===== src/rtl/traffic_light_monitor_pkg.sv =====
// Shared definitions for the traffic light safety monitor: lamp encodings,
// fault codes, monitor states and the per-street flag bundle.
package traffic_light_monitor_pkg;

  localparam logic [2:0] LAMP_RED = 3'b100;
  localparam logic [2:0] LAMP_YEL = 3'b010;
  localparam logic [2:0] LAMP_GRN = 3'b001;

  typedef enum logic [2:0] {
    FLT_NONE      = 3'd0,
    FLT_ILLEGAL   = 3'd1,
    FLT_CONFLICT  = 3'd2,
    FLT_SEQUENCE  = 3'd3,
    FLT_YEL_SHORT = 3'd4,
    FLT_OVERTIME  = 3'd5,
    FLT_PRIORITY  = 3'd6
  } fault_code_t;

  typedef enum logic [1:0] {
    ST_ARM   = 2'd0,
    ST_MON   = 2'd1,
    ST_FAULT = 2'd2
  } mon_state_t;

  typedef struct packed {
    logic illegal;
    logic seq;
    logic yshort;
    logic ovt;
    logic pri;
  } street_flags_t;

  function automatic logic lamp_legal(input logic [2:0] l);
    return (l == LAMP_RED) || (l == LAMP_YEL) || (l == LAMP_GRN);
  endfunction

endpackage


===== src/rtl/traffic_light_monitor_if.sv =====
// Lamp observation and fault-report bundle between controller side and monitor.
interface traffic_light_monitor_if;
  logic       tick;
  logic       clr_fault;
  logic [2:0] street_a;
  logic       street_a_pri_lamp;
  logic [2:0] street_b;
  logic       street_b_pri_lamp;
  logic       fault;
  logic [2:0] fault_code;
  logic       fault_street;
  logic       flash_req;

  modport master (
    output tick, clr_fault, street_a, street_a_pri_lamp, street_b, street_b_pri_lamp,
    input  fault, fault_code, fault_street, flash_req
  );

  modport slave (
    input  tick, clr_fault, street_a, street_a_pri_lamp, street_b, street_b_pri_lamp,
    output fault, fault_code, fault_street, flash_req
  );
endinterface


===== src/rtl/traffic_light_monitor_street_checker.sv =====
// Per-street lamp checker: keeps the previous lamp and phase tick counter,
// flags encoding, sequence, yellow-duration, overtime and priority-lamp violations.
module tl_street_checker
  import traffic_light_monitor_pkg::*;
#(
  parameter int CNT_W   = 8,
  parameter int YEL_MIN = 2,
  parameter int YEL_MAX = 5,
  parameter int GRN_MAX = 60
) (
  input  logic          clk,
  input  logic          rst_n,
  input  logic          i_arm,
  input  logic          i_tick,
  input  logic [2:0]    i_lamp,
  input  logic          i_pri,
  output street_flags_t o_flags
);

  localparam logic [CNT_W-1:0] C_YMIN = CNT_W'(YEL_MIN);
  localparam logic [CNT_W-1:0] C_YMAX = CNT_W'(YEL_MAX);
  localparam logic [CNT_W-1:0] C_GMAX = CNT_W'(GRN_MAX);

  logic [2:0]       r_prev;
  logic [CNT_W-1:0] r_cnt;
  logic [CNT_W-1:0] w_cnt_nxt;
  logic             w_chg;
  logic             w_step_ok;

  assign w_chg     = (i_lamp != r_prev);
  assign w_step_ok = (r_prev == LAMP_GRN && i_lamp == LAMP_YEL) ||
                     (r_prev == LAMP_YEL && i_lamp == LAMP_RED) ||
                     (r_prev == LAMP_RED && i_lamp == LAMP_GRN);

  // A tick landing on a lamp change is dropped; arming restarts the phase timer.
  always_comb begin
    w_cnt_nxt = r_cnt;
    if (w_chg || i_arm)             w_cnt_nxt = '0;
    else if (i_tick && r_cnt != '1) w_cnt_nxt = r_cnt + 1'b1;
  end

  // Overtime looks at the post-tick count so it fires on the offending tick itself.
  always_comb begin
    o_flags.illegal = !lamp_legal(i_lamp);
    o_flags.seq     = lamp_legal(i_lamp) && w_chg && !w_step_ok;
    o_flags.yshort  = (r_prev == LAMP_YEL) && (i_lamp == LAMP_RED) && (r_cnt < C_YMIN);
    o_flags.ovt     = ((i_lamp == LAMP_YEL) && (w_cnt_nxt > C_YMAX)) ||
                      ((i_lamp == LAMP_GRN) && (w_cnt_nxt > C_GMAX));
    o_flags.pri     = i_pri && (i_lamp != LAMP_GRN);
  end

  always_ff @(posedge clk or negedge rst_n) begin
    if (!rst_n) begin
      r_prev <= LAMP_RED;
      r_cnt  <= '0;
    end else begin
      r_prev <= i_lamp;
      r_cnt  <= w_cnt_nxt;
    end
  end

endmodule


===== src/rtl/traffic_light_monitor.sv =====
// Safety monitor top: conflict check, fixed-priority fault encoder and the
// latching fault FSM that requests flashing-yellow fallback.
module traffic_light_monitor
  import traffic_light_monitor_pkg::*;
#(
  parameter int CNT_W   = 8,
  parameter int YEL_MIN = 2,
  parameter int YEL_MAX = 5,
  parameter int GRN_MAX = 60
) (
  input  logic                    clk,
  input  logic                    rst_n,
  traffic_light_monitor_if.slave  bus
);

  mon_state_t    r_state;
  logic          r_fault;
  fault_code_t   r_code;
  logic          r_street;
  street_flags_t w_fa, w_fb;
  fault_code_t   w_code;
  logic          w_street;
  logic          w_arm, w_full, w_conflict;

  assign w_arm      = (r_state == ST_ARM);
  assign w_full     = !w_arm;
  assign w_conflict = (bus.street_a != LAMP_RED) && (bus.street_b != LAMP_RED);

  tl_street_checker #(.CNT_W(CNT_W), .YEL_MIN(YEL_MIN), .YEL_MAX(YEL_MAX), .GRN_MAX(GRN_MAX)) u_chk_a (
    .clk(clk), .rst_n(rst_n), .i_arm(w_arm), .i_tick(bus.tick),
    .i_lamp(bus.street_a), .i_pri(bus.street_a_pri_lamp), .o_flags(w_fa)
  );

  tl_street_checker #(.CNT_W(CNT_W), .YEL_MIN(YEL_MIN), .YEL_MAX(YEL_MAX), .GRN_MAX(GRN_MAX)) u_chk_b (
    .clk(clk), .rst_n(rst_n), .i_arm(w_arm), .i_tick(bus.tick),
    .i_lamp(bus.street_b), .i_pri(bus.street_b_pri_lamp), .o_flags(w_fb)
  );

  // Lowest code wins; street A beats street B on the same code.
  always_comb begin
    w_code   = FLT_NONE;
    w_street = 1'b0;
    if      (w_fa.illegal)          w_code = FLT_ILLEGAL;
    else if (w_fb.illegal)          begin w_code = FLT_ILLEGAL;   w_street = 1'b1; end
    else if (w_conflict)            w_code = FLT_CONFLICT;
    else if (w_full && w_fa.seq)    w_code = FLT_SEQUENCE;
    else if (w_full && w_fb.seq)    begin w_code = FLT_SEQUENCE;  w_street = 1'b1; end
    else if (w_full && w_fa.yshort) w_code = FLT_YEL_SHORT;
    else if (w_full && w_fb.yshort) begin w_code = FLT_YEL_SHORT; w_street = 1'b1; end
    else if (w_full && w_fa.ovt)    w_code = FLT_OVERTIME;
    else if (w_full && w_fb.ovt)    begin w_code = FLT_OVERTIME;  w_street = 1'b1; end
    else if (w_fa.pri)              w_code = FLT_PRIORITY;
    else if (w_fb.pri)              begin w_code = FLT_PRIORITY;  w_street = 1'b1; end
  end

  always_ff @(posedge clk or negedge rst_n) begin
    if (!rst_n) begin
      r_state  <= ST_ARM;
      r_fault  <= 1'b0;
      r_code   <= FLT_NONE;
      r_street <= 1'b0;
    end else begin
      case (r_state)
        ST_ARM, ST_MON: begin
          if (w_code != FLT_NONE) begin
            r_state  <= ST_FAULT;
            r_fault  <= 1'b1;
            r_code   <= w_code;
            r_street <= w_street;
          end else begin
            r_state  <= ST_MON;
          end
        end
        ST_FAULT: begin
          if (bus.clr_fault && w_code == FLT_NONE) begin
            r_state  <= ST_ARM;
            r_fault  <= 1'b0;
            r_code   <= FLT_NONE;
            r_street <= 1'b0;
          end
        end
        default: r_state <= ST_ARM;
      endcase
    end
  end

  assign bus.fault        = r_fault;
  assign bus.fault_code   = r_code;
  assign bus.fault_street = r_street;
  assign bus.flash_req    = r_fault;

endmodule


===== src/flat_wrapper.sv =====
// flat-port wrapper written by rule: the top's interface ports become plain ports
module traffic_light_monitor_flat import traffic_light_monitor_pkg::*;
#(
  parameter int CNT_W   = 8,
  parameter int YEL_MIN = 2,
  parameter int YEL_MAX = 5,
  parameter int GRN_MAX = 60
)
  (clk, rst_n, bus_tick, bus_clr_fault, bus_street_a, bus_street_a_pri_lamp, bus_street_b, bus_street_b_pri_lamp, bus_fault, bus_fault_code, bus_fault_street, bus_flash_req);
  traffic_light_monitor_if bus_i ();
  input  logic clk;
  input  logic rst_n;
  input wire logic [$bits(bus_i.tick)-1:0] bus_tick;
  input wire logic [$bits(bus_i.clr_fault)-1:0] bus_clr_fault;
  input wire logic [$bits(bus_i.street_a)-1:0] bus_street_a;
  input wire logic [$bits(bus_i.street_a_pri_lamp)-1:0] bus_street_a_pri_lamp;
  input wire logic [$bits(bus_i.street_b)-1:0] bus_street_b;
  input wire logic [$bits(bus_i.street_b_pri_lamp)-1:0] bus_street_b_pri_lamp;
  output wire logic [$bits(bus_i.fault)-1:0] bus_fault;
  output wire logic [$bits(bus_i.fault_code)-1:0] bus_fault_code;
  output wire logic [$bits(bus_i.fault_street)-1:0] bus_fault_street;
  output wire logic [$bits(bus_i.flash_req)-1:0] bus_flash_req;
  assign bus_i.tick = bus_tick;
  assign bus_i.clr_fault = bus_clr_fault;
  assign bus_i.street_a = bus_street_a;
  assign bus_i.street_a_pri_lamp = bus_street_a_pri_lamp;
  assign bus_i.street_b = bus_street_b;
  assign bus_i.street_b_pri_lamp = bus_street_b_pri_lamp;
  assign bus_fault = bus_i.fault;
  assign bus_fault_code = bus_i.fault_code;
  assign bus_fault_street = bus_i.fault_street;
  assign bus_flash_req = bus_i.flash_req;
  traffic_light_monitor #(.CNT_W(CNT_W), .YEL_MIN(YEL_MIN), .YEL_MAX(YEL_MAX), .GRN_MAX(GRN_MAX)) u_core (.clk(clk), .rst_n(rst_n), .bus(bus_i));
endmodule

===== config.mk =====
export PLATFORM = sky130hd
export DESIGN_NAME = traffic_light_monitor_flat
export DESIGN_NICKNAME = d
export VERILOG_FILES = /design/src/rtl/traffic_light_monitor_pkg.sv /design/src/rtl/traffic_light_monitor_if.sv /design/src/rtl/traffic_light_monitor_street_checker.sv /design/src/rtl/traffic_light_monitor.sv /design/src/flat_wrapper.sv
export SDC_FILE = /design/constraint.sdc
export NUM_CORES = 1
export LEC_CHECK = 0
export CAP_MARGIN = 20
export CORE_AREA = 2 2 62 64
export DETAILED_ROUTE_END_ITERATION = 6
export DIE_AREA = 0 0 64 66
export PLACE_DENSITY = 0.84
export SKIP_CTS_REPAIR_TIMING = 1
export SLEW_MARGIN = 20
export SYNTH_ARGS = -nofsm -noshare
export SYNTH_HDL_FRONTEND = slang
export SYNTH_SLANG_ARGS = --single-unit

===== constraint.sdc =====
create_clock -name clk -period 5 [get_ports clk]
set_input_delay 1 -clock clk [delete_from_list [all_inputs] [get_ports clk]]
set_output_delay 1 -clock clk [all_outputs]
set_load 0.01 [all_outputs]

* Yosys cells after proc, flatten, opt, wreduce, memory -nomap -nowiden
Cells that the tools add are included.
** Operators by class
- $lt $le $gt $ge :: 6
- Reduce and logical (&&, ||, !) cells :: 49
- Add/subtract/negate cells :: 2
- Equal/unequal tests :: 24
- Mux-type cells :: 37
** Operators by type and width (number)
- 2-to-1 mux 3 bit :: 13
- 2-to-1 mux 8 bit :: 4
- logical AND 1 bit :: 28
- adder 8 x 1 -> 8 bit, second input constant :: 2
- greater-than comparator 8 x 3 -> 1 bit, second input constant :: 2
- greater-than comparator 8 x 6 -> 1 bit, second input constant :: 2
- less-than comparator 8 x 2 -> 1 bit, second input constant :: 2
- inequality test 8 bit, second input constant :: 2
- 2-to-1 mux 1 bit :: 14
- equality test 3 x 1 -> 1 bit, second input constant :: 4
- equality test 3 x 2 -> 1 bit, second input constant :: 4
- equality test 3 bit, second input constant :: 4
- logical OR 1 bit :: 12
- inequality test 3 x 1 -> 1 bit, second input constant :: 2
- inequality test 3 bit :: 2
- inequality test 3 bit, second input constant :: 2
- case mux 3 bit (2 select lines) :: 1
- 2-to-1 mux 2 bit :: 2
- inequality test 2 x 1 -> 1 bit, second input constant :: 2
- case mux 1 bit (2 select lines) :: 2
- case mux 2 bit (2 select lines) :: 1
- zero test 1 bit :: 3
- zero test 3 bit :: 1
- AND reduction 3 bit :: 1
- other kinds (6) :: 6
** Storage, ports and cells
- Input port bits :: 12
- Output and inout port bits :: 6
- Bits in registers :: 29

* Depth between registers and ports, before layout
Gate-level depths: netlist (run 1).
- Depth after elaboration :: 21
- Mapped depth :: 11
- Depth with buffers taken out :: 10

* By module
Synthesis (run 1) repeated with hierarchy kept, for this count alone.
** Unflattened totals
- Cells, all modules :: 236
- Area total of the unflattened synthesis :: 2134.5 sq um
** Modules (own cells, without submodules)
- tl_street_checker (u_core.u_chk_b) :: sequential area each 276.5 sq um, times used 1, cells an instance 92, area an instance 817.0 sq um
- tl_street_checker (u_core.u_chk_a) :: sequential area each 276.5 sq um, times used 1, cells an instance 87, area an instance 780.7 sq um
- traffic_light_monitor :: sequential area each 175.2 sq um, times used 1, cells an instance 57, area an instance 536.8 sq um

* Worst setup path before layout (run 1)
OpenSTA, ideal clock, no wires.
- Path kind :: input to register
- Start :: in bus_street_b[0]
- End :: reg u_core.r_code[2] (netlist: u_core.bus.fault_code[2])
- Cell stages on the path :: 7
- Path slack :: 1.309 ns
- Data arrival time :: 3.572 ns
- Setup time :: 0.120 ns
- Cells stage by stage :: buf_4 > or3b_2 > a21oi_2 > or4b_4 > or4_4 > or4b_4 > a31o_1
** Between the ends
- Cells in the longest elaborated chain, start to end :: 20
** RTL lines
- start: declaration :: RTL line flat_wrapper.sv:17 : input wire logic [$bits(bus_i.street_b)-1:0] bus_street_b;
- inequality test 3 bit :: RTL line traffic_light_monitor_street_checker.sv:30 : assign w_chg = (i_lamp != r_prev);
- logical OR 1 bit :: RTL line traffic_light_monitor_street_checker.sv:38 : if (w_chg || i_arm) w_cnt_nxt = '0;
- 2-to-1 mux 8 bit :: RTL line traffic_light_monitor_street_checker.sv:38
- greater-than comparator 8 x 3 -> 1 bit / greater-than comparator 8 x 6 -> 1 bit (equally long branches) :: RTL line traffic_light_monitor_street_checker.sv:47, traffic_light_monitor_street_checker.sv:48
- logical AND 1 bit, on equally long branches :: RTL line traffic_light_monitor_street_checker.sv:47, traffic_light_monitor_street_checker.sv:48
- logical OR 1 bit :: RTL line traffic_light_monitor_street_checker.sv:47 : o_flags.ovt = ((i_lamp == LAMP_YEL) && (w_cnt_nxt > C_YMAX)) ||
- logical AND 1 bit :: RTL line traffic_light_monitor.sv:51 : else if (w_full && w_fb.ovt) begin w_code = FLT_OVERTIME; w_street = 1'b1; end
- 2-to-1 mux 3 bit :: RTL line traffic_light_monitor.sv:51
- [4 not listed]
- 2-to-1 mux 3 bit :: RTL line traffic_light_monitor.sv:46 : else if (w_full && w_fa.seq) w_code = FLT_SEQUENCE;
- 2-to-1 mux 3 bit :: RTL line traffic_light_monitor.sv:45 : else if (w_conflict) w_code = FLT_CONFLICT;
- 2-to-1 mux 3 bit * :: RTL line traffic_light_monitor.sv:44 : else if (w_fb.illegal) begin w_code = FLT_ILLEGAL; w_street = 1'b1; end
- 2-to-1 mux 3 bit * :: RTL line traffic_light_monitor.sv:43 : if (w_fa.illegal) w_code = FLT_ILLEGAL;
- zero test 3 bit :: RTL line traffic_light_monitor.sv:75 : if (bus.clr_fault && w_code == FLT_NONE) begin
- logical AND 1 bit :: RTL line traffic_light_monitor.sv:75
- inequality test 2 x 1 -> 1 bit (no source line)
- AND reduction 3 bit (no source line)
- end signal: assignment :: RTL line traffic_light_monitor.sv:68 : r_code <= w_code;
- end: declaration :: RTL line traffic_light_monitor.sv:18 : fault_code_t r_code;
Every way passes the cells marked *; elsewhere a longest branch is shown, timed or not. The select of a mux whose other input is x is not followed.
A chain may end at the register's enable or synchronous reset.

* Worst setup path in the final report (run 1)
- Start :: in bus_street_a[1]
- End :: reg u_core.r_code[0] (netlist: u_core.bus.fault_code[0])
** Between the ends
- Cells in the longest elaborated chain, start to end :: 19
** RTL lines
- start: declaration :: RTL line flat_wrapper.sv:15 : input wire logic [$bits(bus_i.street_a)-1:0] bus_street_a;
- inequality test 3 bit :: RTL line traffic_light_monitor_street_checker.sv:30
- logical OR 1 bit :: RTL line traffic_light_monitor_street_checker.sv:38
- 2-to-1 mux 8 bit :: RTL line traffic_light_monitor_street_checker.sv:38
- greater-than comparator 8 x 3 -> 1 bit / greater-than comparator 8 x 6 -> 1 bit (equally long branches) :: RTL line traffic_light_monitor_street_checker.sv:47, traffic_light_monitor_street_checker.sv:48
- logical AND 1 bit, on equally long branches :: RTL line traffic_light_monitor_street_checker.sv:47, traffic_light_monitor_street_checker.sv:48
- logical OR 1 bit :: RTL line traffic_light_monitor_street_checker.sv:47
- logical AND 1 bit :: RTL line traffic_light_monitor.sv:50 : else if (w_full && w_fa.ovt) w_code = FLT_OVERTIME;
- 2-to-1 mux 3 bit :: RTL line traffic_light_monitor.sv:50
- [3 not listed]
- 2-to-1 mux 3 bit :: RTL line traffic_light_monitor.sv:46
- 2-to-1 mux 3 bit :: RTL line traffic_light_monitor.sv:45
- 2-to-1 mux 3 bit :: RTL line traffic_light_monitor.sv:44
- 2-to-1 mux 3 bit * :: RTL line traffic_light_monitor.sv:43
- zero test 3 bit :: RTL line traffic_light_monitor.sv:75
- logical AND 1 bit :: RTL line traffic_light_monitor.sv:75
- inequality test 2 x 1 -> 1 bit (no source line)
- AND reduction 3 bit (no source line)
Marks and branches as above.

==> results of run 1 <==
==> routing by layer <==
metal | track usage (%) | part of all wire (%)
met5 | 0 | 0
met4 | 10.33 | 2.3
met3 | 5.963 | 5.8
met2 | 40.36 | 46
met1 | 34.34 | 45
==> layout by cell type (no fill, tap or decap), types with 2 or more instances in the layout <==
cell type | netlist | layout
sky130_fd_sc_hd__and3_1 | 7 | 7
sky130_fd_sc_hd__nand2_1 | 12 | 12
sky130_fd_sc_hd__nand3_1 | 10 | 10
sky130_fd_sc_hd__o41ai_1 | 2 | 2
sky130_fd_sc_hd__or4_1 | 3 | 3
sky130_fd_sc_hd__nor2b_1 | 10 | 10
sky130_fd_sc_hd__o211ai_1 | 5 | 5
sky130_fd_sc_hd__or3_1 | 3 | 3
sky130_fd_sc_hd__dfrtp_1 | 27 | 27
sky130_fd_sc_hd__o31ai_1 | 2 | 2
sky130_fd_sc_hd__mux2i_1 | 3 | 3
sky130_fd_sc_hd__or2_2 | 2 | 2
sky130_fd_sc_hd__and4_1 | 3 | 3
sky130_fd_sc_hd__nor4b_1 | 4 | 4
sky130_fd_sc_hd__xnor2_1 | 5 | 5
sky130_fd_sc_hd__clkdlybuf4s50_1 | 0 | 17
sky130_fd_sc_hd__nand4b_1 | 3 | 3
sky130_fd_sc_hd__ha_1 | 2 | 2
sky130_fd_sc_hd__nor4_1 | 2 | 2
sky130_fd_sc_hd__a21oi_1 | 15 | 15
sky130_fd_sc_hd__nand2b_1 | 9 | 9
sky130_fd_sc_hd__o21ai_0 | 11 | 11
sky130_fd_sc_hd__clkbuf_1 | 8 | 3
sky130_fd_sc_hd__or4b_4 | 2 | 2
sky130_fd_sc_hd__clkbuf_4 | 0 | 5
sky130_fd_sc_hd__a311oi_1 | 2 | 2
sky130_fd_sc_hd__xor2_1 | 9 | 9
sky130_fd_sc_hd__buf_4 | 3 | 3
sky130_fd_sc_hd__nor3_1 | 11 | 11
sky130_fd_sc_hd__nand4_1 | 5 | 5
sky130_fd_sc_hd__o21a_1 | 3 | 3
sky130_fd_sc_hd__a31oi_1 | 4 | 4
sky130_fd_sc_hd__a211oi_1 | 4 | 4
sky130_fd_sc_hd__inv_1 | 2 | 2
sky130_fd_sc_hd__nor2_1 | 36 | 36
sky130_fd_sc_hd__dfstp_2 | 2 | 2
sky130_fd_sc_hd__nor3b_1 | 2 | 2
==> kinds of logic (layout without fill, tap and decap cells) <==
logic type	Yosys count	count (layout)	synth area share, %
flops	29	29	33.26
compound gates	64	64	20.12
mux	4	4	1.886
simple gates	130	130	33.49
xor+xnor	14	14	5.600
fa+ha+maj	2	2	1.143
buf+inv	17	30	4.514
==> critical path, delay by kind of cell <==
kind	cells	cell delay [ps]
AO/OA/AOI/OAI	4	580
AND/OR/NAND/NOR	5	2180
buffers and inverters	1	590
==> layout make-up <==
type / count / area [µm²]
inverters: 2 / 7.507
repair buffers: 20 / 192.7
multi-input cells: 214 / 1363
clock buffers: 8 / 48.80
fillers: 275 / 1151
well taps: 48 / 60.06
flip-flops and latches: 29 / 728.2
==> cell usage after synthesis, types with 4 or more instances <==
library cell | instances | area share (%)
sky130_fd_sc_hd__nor2_1 | 36 | 6.2
sky130_fd_sc_hd__dfrtp_1 | 27 | 31
sky130_fd_sc_hd__a21oi_1 | 15 | 3.4
sky130_fd_sc_hd__nand2_1 | 12 | 2.1
sky130_fd_sc_hd__nor3_1 | 11 | 2.5
sky130_fd_sc_hd__o21ai_0 | 11 | 2.5
sky130_fd_sc_hd__nand3_1 | 10 | 2.3
sky130_fd_sc_hd__nor2b_1 | 10 | 2.9
sky130_fd_sc_hd__nand2b_1 | 9 | 2.6
sky130_fd_sc_hd__xor2_1 | 9 | 3.6
sky130_fd_sc_hd__clkbuf_1 | 8 | 1.4
sky130_fd_sc_hd__and3_1 | 7 | 2.0
sky130_fd_sc_hd__nand4_1 | 5 | 1.4
sky130_fd_sc_hd__o211ai_1 | 5 | 1.7
sky130_fd_sc_hd__xnor2_1 | 5 | 2.0
sky130_fd_sc_hd__a211oi_1 | 4 | 1.4
sky130_fd_sc_hd__a31oi_1 | 4 | 1.1
sky130_fd_sc_hd__nor4b_1 | 4 | 1.6
==> power by group <==
| part | switching (W) | internal (W) |
|---|---|---|
| clock network | 0.0000829 | 0.0000560 |
| registers | 0.00000853 | 0.000242 |
| logic | 0.0000442 | 0.0000401 |
| total | 0.000136 | 0.000338 |
==> per-stage QoR <==
stage	cells	setup WS (ps)	cell area, µm²	utilization (%)	total power, W
2_1_floorplan	260	1309	2190	-	0.0003079
3_3_place_gp	313	672.4	2351	66.21	0.0003376
5_1_grt	321	736.4	2400	67.58	0.0004979
6_report	321	881.0	2400	67.58	0.0004736
4_1_cts	321	905.1	2400	67.58	0.0004753
3_5_place_dp	313	607.4	2351	66.21	0.0003393
==> sequential cells by signal (all words and copies together) (netlist names) <==
name and count:
u_core.u_chk_a.r_cnt 8, u_core.u_chk_b.r_cnt 8, u_core.bus.fault_code 3, u_core.u_chk_a.r_prev 3, u_core.u_chk_b.r_prev 3, u_core.r_state 2, u_core.bus.fault 1, u_core.bus.fault_street 1
==> how the worst max path moves through the flow <==
stage	end	slack, ps	cells past startpoint
floorplan	u_core.bus.fault_code[2]	1310	7
global placement	u_core.bus.fault_code[2]	670	7
detailed placement	u_core.bus.fault_code[2]	610	9
CTS	u_core.bus.fault_code[0]	910	10
global route	u_core.bus.fault_code[0]	740	10
finish	u_core.bus.fault_code[0]	880	10
==> summary.txt, run 1 <==
RUN STATUS
----------------------------------------------------------------------------------
Outcome ............................................................. complete, no violations

SYNTH
----------------------------------------------------------------------------------
Library cells used by synthesis .....................................           60
Mapped Area .........................................................     2190 µm²
Average instance area after synthesis ...............................    8.422 µm²
Post-synthesis register bit count ...................................           29
Flip-flop cell with the highest count after synthesis ............... sky130_fd_sc_hd__dfrtp_1
Yosys synthesis warning count .......................................            0
Async S/R FF share, synth ...........................................       100.0%
Post-Synthesis Cells ................................................          260
Synthesized netlist net count .......................................          274
Sequential cell area fraction in the yosys report ...................       33.26%
Number of synthesized flops with an enable pin ......................            0

FLOORPLAN
----------------------------------------------------------------------------------
Initial cell density of the core ....................................       61.66%
Row cnt .............................................................           22
Chip Width ..........................................................        64 µm
Number of top-level design ports ....................................           18
Placeable core region ...............................................     3551 µm²
Area of the die .....................................................     4224 µm²
Height of the die ...................................................        66 µm

CRITICAL PATH
----------------------------------------------------------------------------------
Start-to-end type of the worst setup path ........................... input pin to flop
R2R Path End ........................................................ u_core.bus.fault_code[0]
Arrival time of the worst setup path ................................      4340 ps
Critical-path top delay cell ........................................ sky130_fd_sc_hd__clkdlybuf4s50_1
Worst R2R Path Depth ................................................           10
Reg-to-reg setup timing slack .......................................      1650 ps
Capturing element type of the critical path .........................         flop
Maximum fanout encountered on the critical timing path ..............           11
Type of origin of the critical path .................................    input pin
Crit path from ...................................................... bus_street_a[1]
Cell-by-cell trace of the critical path ............................. clkdlybuf4s50_1 > nand2b_4 > nor4bb_1 > o31ai_1 > o2111a_2 > or4b_4 > or4_4 > or4b_4 > a21oi_1 > a21oi_1
Data required time at the worst endpoint ............................      5220 ps
Highest cell delay on the worst timing path .........................       590 ps
Startpoint of the lowest-slack register-to-register path ............ u_core.u_chk_b.r_cnt[1]

GRT
----------------------------------------------------------------------------------
Overall Global Routing Usage ........................................       25.76%
Largest net degree at the start of global routing ...................           30
Via count of the first global-routing pass ..........................         1872
Initial antenna violation count .....................................            0
Total overflow reported by the global router ........................            0
Global-route wire length before repair ..............................      8521 µm

STA
----------------------------------------------------------------------------------
Setup-failing EPs final .............................................            0
Final Slew Violations ...............................................            0
Fmax achieved .......................................................    242.8 MHz
Worst Max-Slew Pin Slew .............................................     651.0 ps
Unrepaired setup endpoints after global routing .....................           no
Clock Skews .........................................................     8.385 ps
Total negative setup slack ..........................................         0 ps
Slew headroom .......................................................       56.27%
Final Critical Period ...............................................      4119 ps
Number of hold violations in the final report .......................            0
Worst hold slack ....................................................     528.0 ps
Share of the clock period used by the worst path ....................       82.38%

CLOCK NETWORK
----------------------------------------------------------------------------------
CTS Buf Count .......................................................            5
H-tree depth ........................................................            2
Clk pin slew, worst setup/hold paths ................................        90 ps
Clock sink count ....................................................           29
Insertion delay to the later sink of the worst-skew pair ............       330 ps
CTS tree ............................................................         done
Number of buffers on the longest clock path .........................            2
Root buf cell ....................................................... sky130_fd_sc_hd__clkbuf_4

FINISH
----------------------------------------------------------------------------------
Layout cell share with drive strength beyond 1 ......................       7.326%
Final net count .....................................................          286
Signed area change from the synthesized netlist to the final layout .       9.600%
Number of antenna diodes ............................................            0

WORST HOLD PATH
----------------------------------------------------------------------------------
Worst hold start .................................................... u_core.r_state[0]
Count of cells along the worst hold path ............................            1
Worst hold path class ............................................... flop to flop
Worst min-delay path endpoint ....................................... u_core.r_state[1]

PLACED DESIGN
----------------------------------------------------------------------------------
Global placer's final weighted congestion ...........................       0.8935
Estimated wirelength of the detail-placed design ....................      3447 µm
IO buf count ........................................................           17

ROUTE
----------------------------------------------------------------------------------
Per-cell via count in the routed design .............................        6.393
Detailed-route wire length per cell .................................     15.26 µm
Drt pass-1 iters ....................................................            4
DR iter-0 viols .....................................................          230
Final wirelength ....................................................      4897 µm
Number of routed nets with antenna violations .......................            0
Vias ................................................................         2052
DR DRC count ........................................................            0

POWER AND IR DROP
----------------------------------------------------------------------------------
Maximum vdd drop ....................................................    0.1011 mV
Areal power density over the cells .................................. 197.4 nW/µm²
Leakage Power .......................................................    0.9358 nW

RUN
----------------------------------------------------------------------------------
Maximum capacitance violations ......................................            0

No activity file was read; power rests on OpenSTA's default activity.
==> inputs of run 2 (changes only) <==
Settings changed: CORE_AREA 2 2 62 64 to 2 2 65 67, DIE_AREA 0 0 64 66 to 0 0 67 69, PLACE_DENSITY 0.84 to 0.77.
Clock period 5 ns to 4.2 ns, I/O delays scaled along.
==> summary.txt, run 2 (synthesis gave the netlist of run 1 again) <==
RUN STATUS
----------------------------------------------------------------------------------
Outcome ............................................................. complete, no violations

FLOORPLAN
----------------------------------------------------------------------------------
Area of the die .....................................................     4623 µm²
Row cnt .............................................................           23
Number of top-level design ports ....................................           18
Initial cell density of the core ....................................       55.95%
Height of the die ...................................................        69 µm
Placeable core region ...............................................     3914 µm²
Chip Width ..........................................................        67 µm

ROUTE
----------------------------------------------------------------------------------
DR iter-0 viols .....................................................          230
Number of routed nets with antenna violations .......................            0
Per-cell via count in the routed design .............................        6.183
Detailed-route wire length per cell .................................     15.58 µm
Final wirelength ....................................................      5203 µm
DR DRC count ........................................................            0
Drt pass-1 iters ....................................................            5
Vias ................................................................         2065

STA
----------------------------------------------------------------------------------
Final Critical Period ...............................................      3946 ps
Number of hold violations in the final report .......................            0
Total negative setup slack ..........................................         0 ps
Share of the clock period used by the worst path ....................       93.96%
Fmax achieved .......................................................    253.4 MHz
Unrepaired setup endpoints after global routing .....................           no
Worst Max-Slew Pin Slew .............................................     473.5 ps
Final Slew Violations ...............................................            0
Clock Skews .........................................................     5.102 ps
Slew headroom .......................................................       67.99%
Setup-failing EPs final .............................................            0

POWER AND IR DROP
----------------------------------------------------------------------------------
Areal power density over the cells .................................. 265.1 nW/µm²
Maximum vdd drop ....................................................    0.1382 mV
Leakage Power .......................................................     1.015 nW

CRITICAL PATH
----------------------------------------------------------------------------------
Buffering stage count on the worst path with inverters included .....            1
Critical-path top delay cell ........................................ sky130_fd_sc_hd__clkdlybuf4s50_1
Data required time at the worst endpoint ............................      4380 ps
Maximum fanout encountered on the critical timing path ..............            8
Capturing element type of the critical path .........................         flop
Arrival time of the worst setup path ................................      4120 ps
Most Frequent Cell on Critical Path ................................. sky130_fd_sc_hd__or4b_4
Type of origin of the critical path .................................    input pin
Crit path max-delay family .......................................... simple AND/OR/NAND/NOR gates
Cell-by-cell trace of the critical path ............................. clkdlybuf4s50_1 > nand2b_4 > nor4bb_1 > o31ai_1 > o2111a_2 > or4b_4 > or4_4 > or4b_4 > a31o_1
Highest cell delay on the worst timing path .........................       670 ps
Start-to-end type of the worst setup path ........................... input pin to flop

CLOCK NETWORK
----------------------------------------------------------------------------------
Clk pin slew, worst setup/hold paths ................................        70 ps
Insertion delay to the later sink of the worst-skew pair ............       290 ps
CTS Buf Count .......................................................            5
CTS tree ............................................................         done
Number of buffers on the longest clock path .........................            2
Clock sink count ....................................................           29
Root buf cell ....................................................... sky130_fd_sc_hd__clkbuf_8
H-tree depth ........................................................            2

FINISH
----------------------------------------------------------------------------------
Largest registers ................................................... u_core.u_chk_a.r_cnt: 8 flops, u_core.u_chk_b.r_cnt: 8 flops
Final net count .....................................................          297
Leading cell type in the layout, fill and taps excluded ............. sky130_fd_sc_hd__nor2_1
Layout cell share with drive strength beyond 1 ......................       11.97%
Commonest non-fill, non-tap cells in the layout ..................... sky130_fd_sc_hd__nor2_1, sky130_fd_sc_hd__dfrtp_1, sky130_fd_sc_hd__clkdlybuf4s50_1, sky130_fd_sc_hd__a21oi_1, sky130_fd_sc_hd__buf_4
Number of antenna diodes ............................................            0
Signed area change from the synthesized netlist to the final layout .       15.89%
Fillers .............................................................          354
Post-route core utilization .........................................       64.83%

RUN
----------------------------------------------------------------------------------
Maximum capacitance violations ......................................            0

GRT
----------------------------------------------------------------------------------
Total overflow reported by the global router ........................            0
Via count of the first global-routing pass ..........................         1907
Initial antenna violation count .....................................            0
Overall Global Routing Usage ........................................       23.90%
Global-route wire length before repair ..............................      8687 µm
Largest net degree at the start of global routing ...................           30

WORST HOLD PATH
----------------------------------------------------------------------------------
Worst hold path class ............................................... flop to flop

PLACED DESIGN
----------------------------------------------------------------------------------
IO buf count ........................................................           17
Estimated wirelength of the detail-placed design ....................      3557 µm
Global placer's final weighted congestion ...........................       0.9509

==> run 2: changes by cell type in the layout (fill, tap and decap cells not counted) <==
cell                       before  now
sky130_fd_sc_hd__buf_4          3   14
sky130_fd_sc_hd__clkbuf_8       0    7
sky130_fd_sc_hd__clkbuf_4       5    0
sky130_fd_sc_hd__clkbuf_1       3    0
sky130_fd_sc_hd__clkinv_2       0    1
==> run 2: path summary, 6_finish.rpt <==
path | from | endpoint | slack (ps) | depth (start not counted)
min | u_core.r_state[0] | u_core.r_state[1] | 530 | 1
min reg2reg | u_core.r_state[0] | u_core.r_state[1] | 530 | 1
max reg2reg | u_core.u_chk_b.r_cnt[0] | u_core.bus.fault_code[2] | 940 | 9
max in group asynchronous | rst_n | u_core.u_chk_b.r_prev[2] | 2940 | 2
max | bus_street_a[0] | u_core.bus.fault_code[2] | 250 | 9
min in group asynchronous | rst_n | u_core.bus.fault_street | 950 | 2
==> run 2: per-layer routing <==
metal	global-route usage, %	up-vias	wire, µm
met1	32.68	950	2397
met2	36.41	81	2419
met5	0	-	0
li1	-	1024	-
met3	4.731	10	266
met4	9.751	0	121
==> run 2: final cells by class <==
cell class | instances | area, µm² | area share [%]
clock buffer | 7 | 96.34 | 3.797
inverter | 2 | 7.507 | 0.2959
clock inverter | 1 | 5.005 | 0.1972
multi-input combinational | 214 | 1363 | 53.70
timing repair buffer | 31 | 275.3 | 10.85
sequential | 29 | 728.2 | 28.70
tap | 50 | 62.56 | 2.465
==> run 2: metrics by stage <==
step                      hold WS (ps)  power (W)  setup slack (ps)  cell area, µm²  instances
final                            532.7  0.0006728             253.8            2537        334
after floorplan                  471.5  0.0003666             668.6            2190        260
after global routing             551.2  0.0007040             141.9            2537        334
after global placement           523.2  0.0004115             103.2            2436        326
after CTS                        523.9  0.0006787             295.2            2537        334
after detailed placement         515.9  0.0004127             40.79            2436        326
==> run 2: where the power goes <==
part	internal, W	leakage [nW]	switching, W
Combinational	0.0000550	0.583	0.0000559
Clock	0.000148	0.0542	0.000115
Sequential	0.000288	0.377	0.0000101
